--- config.mk ---
export PLATFORM = sky130hd
export DESIGN_NAME = uart_bridge_sched
export DESIGN_NICKNAME = d
export VERILOG_FILES = /design/src/rtl/uart_bridge_sched.sv
export SDC_FILE = /design/constraint.sdc
export NUM_CORES = 1
export LEC_CHECK = 0
export CORE_MARGIN = 5
export CORE_UTILIZATION = 60
export CTS_CLUSTER_SIZE = 16
export DETAILED_ROUTE_END_ITERATION = 16
export HOLD_SLACK_MARGIN = 0.08
export PLACE_DENSITY = 0.8
export SLEW_MARGIN = 0
export SYNTH_ARGS = -nofsm -noshare
export SYNTH_HDL_FRONTEND = slang
export SYNTH_SLANG_ARGS = --single-unit
export TNS_END_PERCENT = 30
--- constraint.sdc ---
create_clock -name clk -period 3.5 [get_ports clk]
set_input_delay 1.05 -clock clk [delete_from_list [all_inputs] [get_ports clk]]
set_output_delay 1.05 -clock clk [all_outputs]
set_load 0.02 [all_outputs]
--- src/rtl/uart_bridge_sched.sv ---
`timescale 1ns/1ps
// uart_bridge_sched: relays master-link bytes to the slave link and back through one FIFO
// and one transmit sequencer per direction, dropping bad or overflowing bytes with host status.
module uart_bridge_sched #(
    parameter int unsigned DEPTH       = 16,
    parameter int unsigned ACK_TIMEOUT = 63
) (
    input  logic                    clk,
    input  logic                    rst_n,
    input  logic                    clear,
    input  logic                    master_valid,
    input  logic [7:0]              master_rx_data,
    input  logic                    master_cbe,
    input  logic                    master_sbe,
    input  logic                    master_ready,
    output logic                    master_send,
    output logic [7:0]              master_tx_data,
    input  logic                    slave_valid,
    input  logic [7:0]              slave_rx_data,
    input  logic                    slave_cbe,
    input  logic                    slave_sbe,
    input  logic                    slave_ready,
    output logic                    slave_send,
    output logic [7:0]              slave_tx_data,
    output logic [$clog2(DEPTH):0]  m2s_level,
    output logic [$clog2(DEPTH):0]  s2m_level,
    output logic                    m2s_ovf,
    output logic                    s2m_ovf,
    output logic [7:0]              m_err_cnt,
    output logic [7:0]              s_err_cnt,
    output logic                    ack_err
);
    localparam int unsigned AW = $clog2(DEPTH);
    localparam int unsigned LW = AW + 1;
    localparam int unsigned TW = 8;

    typedef enum logic [1:0] {
        ST_IDLE,
        ST_SEND,
        ST_WAIT_LOW
    } seq_state_t;

    // Lane 0 carries master->slave traffic, lane 1 carries slave->master traffic.
    logic [1:0]      rx_valid;
    logic [1:0]      rx_bad;
    logic [1:0]      tx_ready;
    logic [1:0]      ack_hit;
    logic [1:0][7:0] rx_data;

    assign rx_valid = {slave_valid, master_valid};
    assign rx_bad   = {slave_cbe | slave_sbe, master_cbe | master_sbe};
    assign tx_ready = {master_ready, slave_ready};
    assign rx_data  = {slave_rx_data, master_rx_data};

    for (genvar g = 0; g < 2; g++) begin : g_lane
        seq_state_t    state;
        logic [7:0]    mem [DEPTH];
        logic [AW-1:0] wr_ptr;
        logic [AW-1:0] rd_ptr;
        logic [LW-1:0] count;
        logic [TW-1:0] timer;
        logic          send_q;
        logic [7:0]    tx_q;
        logic          ovf_q;
        logic [7:0]    err_cnt;
        logic          full;
        logic          empty;
        logic          push;
        logic          pop;

        assign full  = (count == LW'(DEPTH));
        assign empty = (count == '0);
        // full is judged before this cycle's pop, so a simultaneous pop never frees a slot
        assign push  = rx_valid[g] & ~rx_bad[g] & ~full & ~clear;
        assign pop   = (state == ST_SEND) & ~clear;
        assign ack_hit[g] = (state == ST_WAIT_LOW) & tx_ready[g] & (timer == '0);

        always_ff @(posedge clk) begin
            if (push) mem[wr_ptr] <= rx_data[g];
        end

        // FIFO pointers and occupancy
        always_ff @(posedge clk or negedge rst_n) begin
            if (!rst_n) begin
                wr_ptr <= '0;
                rd_ptr <= '0;
                count  <= '0;
            end else if (clear) begin
                wr_ptr <= '0;
                rd_ptr <= '0;
                count  <= '0;
            end else begin
                if (push) wr_ptr <= wr_ptr + AW'(1);
                if (pop)  rd_ptr <= rd_ptr + AW'(1);
                case ({push, pop})
                    2'b10:   count <= count + LW'(1);
                    2'b01:   count <= count - LW'(1);
                    default: count <= count;
                endcase
            end
        end

        // Transmit sequencer: one-cycle send, then wait for the transmitter to go busy
        always_ff @(posedge clk or negedge rst_n) begin
            if (!rst_n) begin
                state  <= ST_IDLE;
                send_q <= 1'b0;
                tx_q   <= 8'h00;
                timer  <= '0;
            end else begin
                send_q <= 1'b0;
                if (clear) begin
                    state <= ST_IDLE;
                end else begin
                    case (state)
                        ST_IDLE: begin
                            if (!empty && tx_ready[g]) begin
                                state  <= ST_SEND;
                                send_q <= 1'b1;
                                tx_q   <= mem[rd_ptr];
                            end
                        end
                        ST_SEND: begin
                            state <= ST_WAIT_LOW;
                            timer <= TW'(ACK_TIMEOUT);
                        end
                        ST_WAIT_LOW: begin
                            if (!tx_ready[g] || timer == '0) state <= ST_IDLE;
                            else timer <= timer - TW'(1);
                        end
                        default: state <= ST_IDLE;
                    endcase
                end
            end
        end

        // Receive-side status: sticky overflow and saturating framing-error count
        always_ff @(posedge clk or negedge rst_n) begin
            if (!rst_n) begin
                ovf_q   <= 1'b0;
                err_cnt <= 8'h00;
            end else if (clear) begin
                ovf_q   <= 1'b0;
                err_cnt <= 8'h00;
            end else if (rx_valid[g]) begin
                if (rx_bad[g]) begin
                    if (err_cnt != 8'hFF) err_cnt <= err_cnt + 8'd1;
                end else if (full) begin
                    ovf_q <= 1'b1;
                end
            end
        end
    end

    always_ff @(posedge clk or negedge rst_n) begin
        if (!rst_n)          ack_err <= 1'b0;
        else if (clear)      ack_err <= 1'b0;
        else if (|ack_hit)   ack_err <= 1'b1;
    end

    assign slave_send     = g_lane[0].send_q;
    assign slave_tx_data  = g_lane[0].tx_q;
    assign master_send    = g_lane[1].send_q;
    assign master_tx_data = g_lane[1].tx_q;
    assign m2s_level      = g_lane[0].count;
    assign s2m_level      = g_lane[1].count;
    assign m2s_ovf        = g_lane[0].ovf_q;
    assign s2m_ovf        = g_lane[1].ovf_q;
    assign m_err_cnt      = g_lane[0].err_cnt;
    assign s_err_cnt      = g_lane[1].err_cnt;

endmodule

### Yosys cells after proc, flatten, opt, wreduce, memory -nomap -nowiden

Memory sizes are Yosys's and may differ from the RTL's. A register that Yosys moved wholly into a read port is not among the register bits.
Cells that the tools add are included.

* $add $sub $neg: 12
* multiply operators: 0
* div/mod/pow operators: 0
* $lt $le $gt $ge: 0
* equal/unequal tests: 20
* shift operators: 0
* mux-type cells: 52
* bitwise gates (word level): 19
* reductions and logical operators: 44

Operator list (count)
* 8-bit two-way mux: 10
* 4-bit two-way mux: 8
* 8-bit case mux with 2 select lines: 2
* 2-bit nonzero test: 15
* 3-bit AND reduction: 8
* 1-bit two-way mux: 20
* 5-bit case mux with 2 select lines: 2
* 4-bit by 1-bit adder with 4-bit output, second input constant: 4
* 8-bit by 1-bit adder with 8-bit output, second input constant: 2
* 8-bit logical NOT: 2
* 8-bit != test, second input constant: 2
* 8-bit by 1-bit subtractor with 8-bit output, second input constant: 2
* 1-bit bitwise AND: 12
* 2-bit two-way mux: 6
* 2-bit case mux with 3 select lines: 2
* 5-bit by 1-bit adder with 5-bit output, second input constant: 2
* 5-bit equality test, second input constant: 2
* 5-bit logical NOT: 2
* 5-bit two-way mux: 2
* 5-bit by 1-bit subtractor with 5-bit output, second input constant: 2
* 2-bit by 1-bit equality test with 1-bit output, second input constant: 4
* 2-bit equality test, second input constant: 4
* 2-bit != test, second input constant: 4
* 1-bit logical NOT: 6
* other kinds (10): 22

* flip-flop bits (word level): 67
* bits in latches: 0
* memory bits (writable): 256
* bits in read-only memories: 0
* memories: 2

Memories
* g_lane[0].mem: words 16, width 8, rd ports 1, clocked after memory_dff 1, wr ports 1, RTL line 57 `logic [7:0] mem [DEPTH];`
* g_lane[1].mem: words 16, width 8, rd ports 1, clocked after memory_dff 1, wr ports 1, RTL line 57

### Depth between registers and ports, before layout

* depth after elaboration: 8
* gate-level depth with buffers: 11
* depth with buffers taken out: 10

### Worst setup path after synthesis

No wires, ideal clock.

* path kind: input-to-reg
* start: in slave_sbe
* end: reg g_lane[1].count[2], in the netlist s2m_level[2]
* data arrival time: 3123 ps
* required time: 3372 ps
* setup slack: 250 ps
* cell stages on the path: 9
* buffers on the path: 1
* path through: or3b_4 > a21oi_4 > buf_6 > nor2_1 > xor2_1 > ha_1 > or4_1 > a21boi_1 > mux2_1

* longest elaborated chain between the ends: 8

Ends and longest elaborated chain
* start, declared: RTL line 21 `input logic slave_sbe,`
* 1-bit bitwise OR (*): RTL line 51 `assign rx_bad = {slave_cbe | slave_sbe, master_cbe | master_sbe};`
* 1-bit NOT (*): RTL line 74 `assign push = rx_valid[g] & ~rx_bad[g] & ~full & ~clear;`
* 1-bit bitwise AND (*) (3 in a row): RTL line 74
* 2-bit by 1-bit equality test with 1-bit output or 2-bit equality test (tied branches): RTL line 95 `case ({push, pop})`
* 5-bit case mux with 2 select lines: RTL line 95
* 5-bit two-way mux: RTL line 88 `end else if (clear) begin`
* end signal, assigned: RTL line 96 `2'b10: count <= count + LW'(1);`
* end signal, assigned: RTL line 97 `2'b01: count <= count - LW'(1);`
* end signal, assigned: RTL line 98 `default: count <= count;`
* end, declared: RTL line 60 `logic [LW-1:0] count;`

Every way passes the cells marked *; elsewhere a longest branch is shown, timed or not.
A chain may end at the register's enable or synchronous reset.

### Final worst setup path

* start: in slave_valid
* end: reg g_lane[1].count[2], in the netlist s2m_level[2]

* longest elaborated chain between the ends: 6

Ends and longest elaborated chain
* start, declared: RTL line 18 `input logic slave_valid,`
* 1-bit bitwise AND (*) (3 in a row): RTL line 74
* 2-bit by 1-bit equality test with 1-bit output or 2-bit equality test (tied branches): RTL line 95
* 5-bit case mux with 2 select lines: RTL line 95
* 5-bit two-way mux: RTL line 88

Marks and branches as above.

==> flow_metrics.env <==
export IMPL_clkTransAtPathRegs_ns=0.06
export IMPL_place_congestion=0.841
export IMPL_grt_pass1_vias=8138
export IMPL_final_common_cell="edfxtp_1"
export IMPL_cts_tree="done"
export IMPL_clk_latency_ns=0.52
export IMPL_endpoint_kind="flip-flop"
export IMPL_synthFlopType="edfxtp_1"
export IMPL_syn_area_per_cell_um2=16.6
export IMPL_outcome="completed"
export IMPL_netlist_instances=847
export IMPL_hold_class="reg2reg"
export IMPL_ys_types=63
export IMPL_combPwrFrac_pct=11.5
export IMPL_drt_wl_total_um=28000
export IMPL_wl_per_cell_um=21.2
export IMPL_cts_resized=0
export IMPL_ir_worst_vdd_mv=0.725
export IMPL_reg2reg_to="m2s_level[4]"
export IMPL_ios=74
export IMPL_power_leakage_nw=5.77
export IMPL_crit_required_ns=3.88
export IMPL_diodes=0
export IMPL_netSwitchingFraction_pct=23.8
export IMPL_initial_core_util_pct=60.5
export IMPL_setup_violations=0
export IMPL_syn_nets=894
export IMPL_r2r_start="m2s_level[1]"
export IMPL_overflow=0
export IMPL_antenna_left=0
export IMPL_grt_start_max_net_pins=45
export IMPL_synthTopCellsByArea="edfxtp_1, dfrtp_1, mux4_2, mux2i_1, nor2_1"
export IMPL_drive_gt1_share_pct=20.0
export IMPL_powerDensity_nw_per_um2=569
export IMPL_final_cell_mix="edfxtp_1, nor2_1, dfrtp_1"
export IMPL_die_area_um2=26600
export IMPL_dp_hpwl_um=18400
export IMPL_ctsHtreeMaxLevel=2
export IMPL_p_int_mw=7.19
export IMPL_vias=7604
export IMPL_path_max_fanout=4
export IMPL_rows=56
export IMPL_antenna_found_initial=0
export IMPL_numCtsBuffers=34
export IMPL_drcViolationCount=0
export IMPL_die_y_um=163
export IMPL_grt_setup_unrepaired="false"
export IMPL_fmax_ghz=0.312
export IMPL_drt_iter0_drc=681
export IMPL_drtPass1Iterations=4
export IMPL_postCtsHoldBufs=0
export IMPL_synth_top_area_cell="edfxtp_1"
export IMPL_seqPwrFrac_pct=50.2
export IMPL_clkSinkCount=339
export IMPL_coreArea_um2=23300
export IMPL_ys_seq_elements=339
export IMPL_rr_worst_depth=10
export IMPL_clock_path_buffers=3
export IMPL_synth_top_area_share_pct=54.6
export IMPL_via_per_inst=5.76
export IMPL_yosysWarnings=0
export IMPL_place_ws_ns=-0.210
export IMPL_clockPowerShare_pct=38.3
export IMPL_fin_worst_skew_ns=0.0251
export IMPL_syn_area_um2=14100
export IMPL_r2r_slack_ns=0.78
export IMPL_grt_pass1_wl_um=44600
export IMPL_hold_path_end="g_lane[0].timer[0]"
export IMPL_synthToLayoutAreaGrowth_pct=17.8
export IMPL_fin_nets=1024
export IMPL_grtUsageTotal_pct=21.8
export IMPL_hold_depth=1
export IMPL_slew_headroom_pct=20.4
export IMPL_final_max_slew_viol_count=0
export IMPL_seq_area_frac_synth_pct=69.4
export IMPL_cp_start_kind="input port"
export IMPL_setup_slack_ns=0.290
export IMPL_port_buffers=73
export IMPL_synth_edff_count=256
export IMPL_crit_type="in2reg"
export IMPL_die_w_um=163
export IMPL_fin_crit_sh_pct=91.7
export IMPL_p_total_mw=9.43
export IMPL_p_switching_mw=2.24
export IMPL_arrival_ns=3.59
export IMPL_drv_cap=0
export IMPL_async_flop_share_pct=24.5
export IMPL_postCtsSetupBuffers=0
export IMPL_layout_min_cycle_time_ns=3.21
export IMPL_hold_viol_final=0
export IMPL_hp_start="g_lane[0].timer[0]"
export IMPL_max_slew_worst_pin_slew_ns=1.18
export IMPL_root_buffer="clkbuf_16"
==> layout make-up <==
type / instances / area, µm²
Inverter: 15 / 61.3
Multi-Input combinational cell: 455 / 4050
Clock inverter: 16 / 204
Timing Repair Buffer: 132 / 1180
Clock buffer: 45 / 912
Fill cell: 1466 / 6690
Sequential cell: 339 / 9770
Tap cell: 319 / 399
==> cell families (layout without fill, tap and decap cells) <==
group                      count (synthesis)  after routing  share of synthesized area (%)
DFF                                      339            339                           69.4
and+or+nand+nor                          225            225                           7.60
buffers and inverters                     53            208                           1.87
AOI/OAI and AO/OA                         64             64                           3.55
muxes                                    102            102                           13.0
xor gates and xnor gates                  44             44                           2.85
adders and majority gates                 20             20                           1.78
==> synth_stat cells (all sizes together), types with 13 or more instances <==
cell,number
edfxtp,256
o221ai,17
xnor2,15
ha,20
buf,18
nor3,14
xor2,29
nor2,95
a21oi,13
mux4,64
mux2i,36
inv,15
clkbuf,20
nand2,56
dfrtp,83
==> worst max-delay path, cell delays in order <==
cell	delay (ns)
clkdlybuf4s50_1	0.50
or3b_4	0.42
a21oi_4	0.13
nor2_1	0.07
xor2_1	0.15
ha_1	0.23
or4_1	0.52
a21boi_1	0.16
mux2_1	0.35
==> routing by layer <==
metal	vias to the layer above	global-route usage (%)	wire length, µm
li1	3505	-	-
met1	3810	28.1	11300
met3	63	3.36	1240
met5	-	0	0
met2	226	38.3	14500
met4	0	7.55	911
==> state kept, by name, indices dropped and copies added (netlist names) <==
signal,flops
g_lane.mem,256
g_lane.timer,16
g_lane.rd_ptr,8
g_lane.wr_ptr,8
m_err_cnt,8
master_tx_data,8
s_err_cnt,8
slave_tx_data,8
m2s_level,5
s2m_level,5
g_lane.state,4
ack_err,1
m2s_ovf,1
master_send,1
s2m_ovf,1
slave_send,1
==> through the flow <==
step / util [%] / cell area (µm²) / TNS [ns] / cells / hold slack [ns]
after CTS: 71.2 / 16600 / 0 / 1321 / 0.497
after floorplan: - / 14100 / 0 / 847 / 0.453
after global placement: 66.4 / 15500 / -0.180 / 1260 / 0.470
after detailed placement: 66.4 / 15500 / -0.439 / 1260 / 0.482
final: 71.2 / 16600 / 0 / 1321 / 0.494
after global routing: 71.2 / 16600 / 0 / 1321 / 0.530
==> worst max path at each step <==
| stage | start | end | slack, ns |
|---|---|---|---|
| floorplan | slave_sbe | s2m_level[2] | 0.25 |
| global placement | slave_valid | s2m_level[2] | -0.11 |
| detailed placement | slave_valid | s2m_level[2] | -0.21 |
| CTS | slave_valid | s2m_level[2] | 0.31 |
| global route | slave_valid | s2m_level[2] | 0.22 |
| finish | slave_valid | s2m_level[2] | 0.29 |
==> power by group through the flow <==
stage / registers, mW / logic (mW) / clock network (mW)
global route: 4.75 / 1.19 / 3.87
global placement: 4.79 / 1.06 / 0
floorplan: 4.87 / 0.521 / 0
CTS: 4.73 / 1.10 / 3.69
finish: 4.73 / 1.08 / 3.61
detailed placement: 4.80 / 1.09 / 0
No activity file was read; power rests on OpenSTA's default activity.
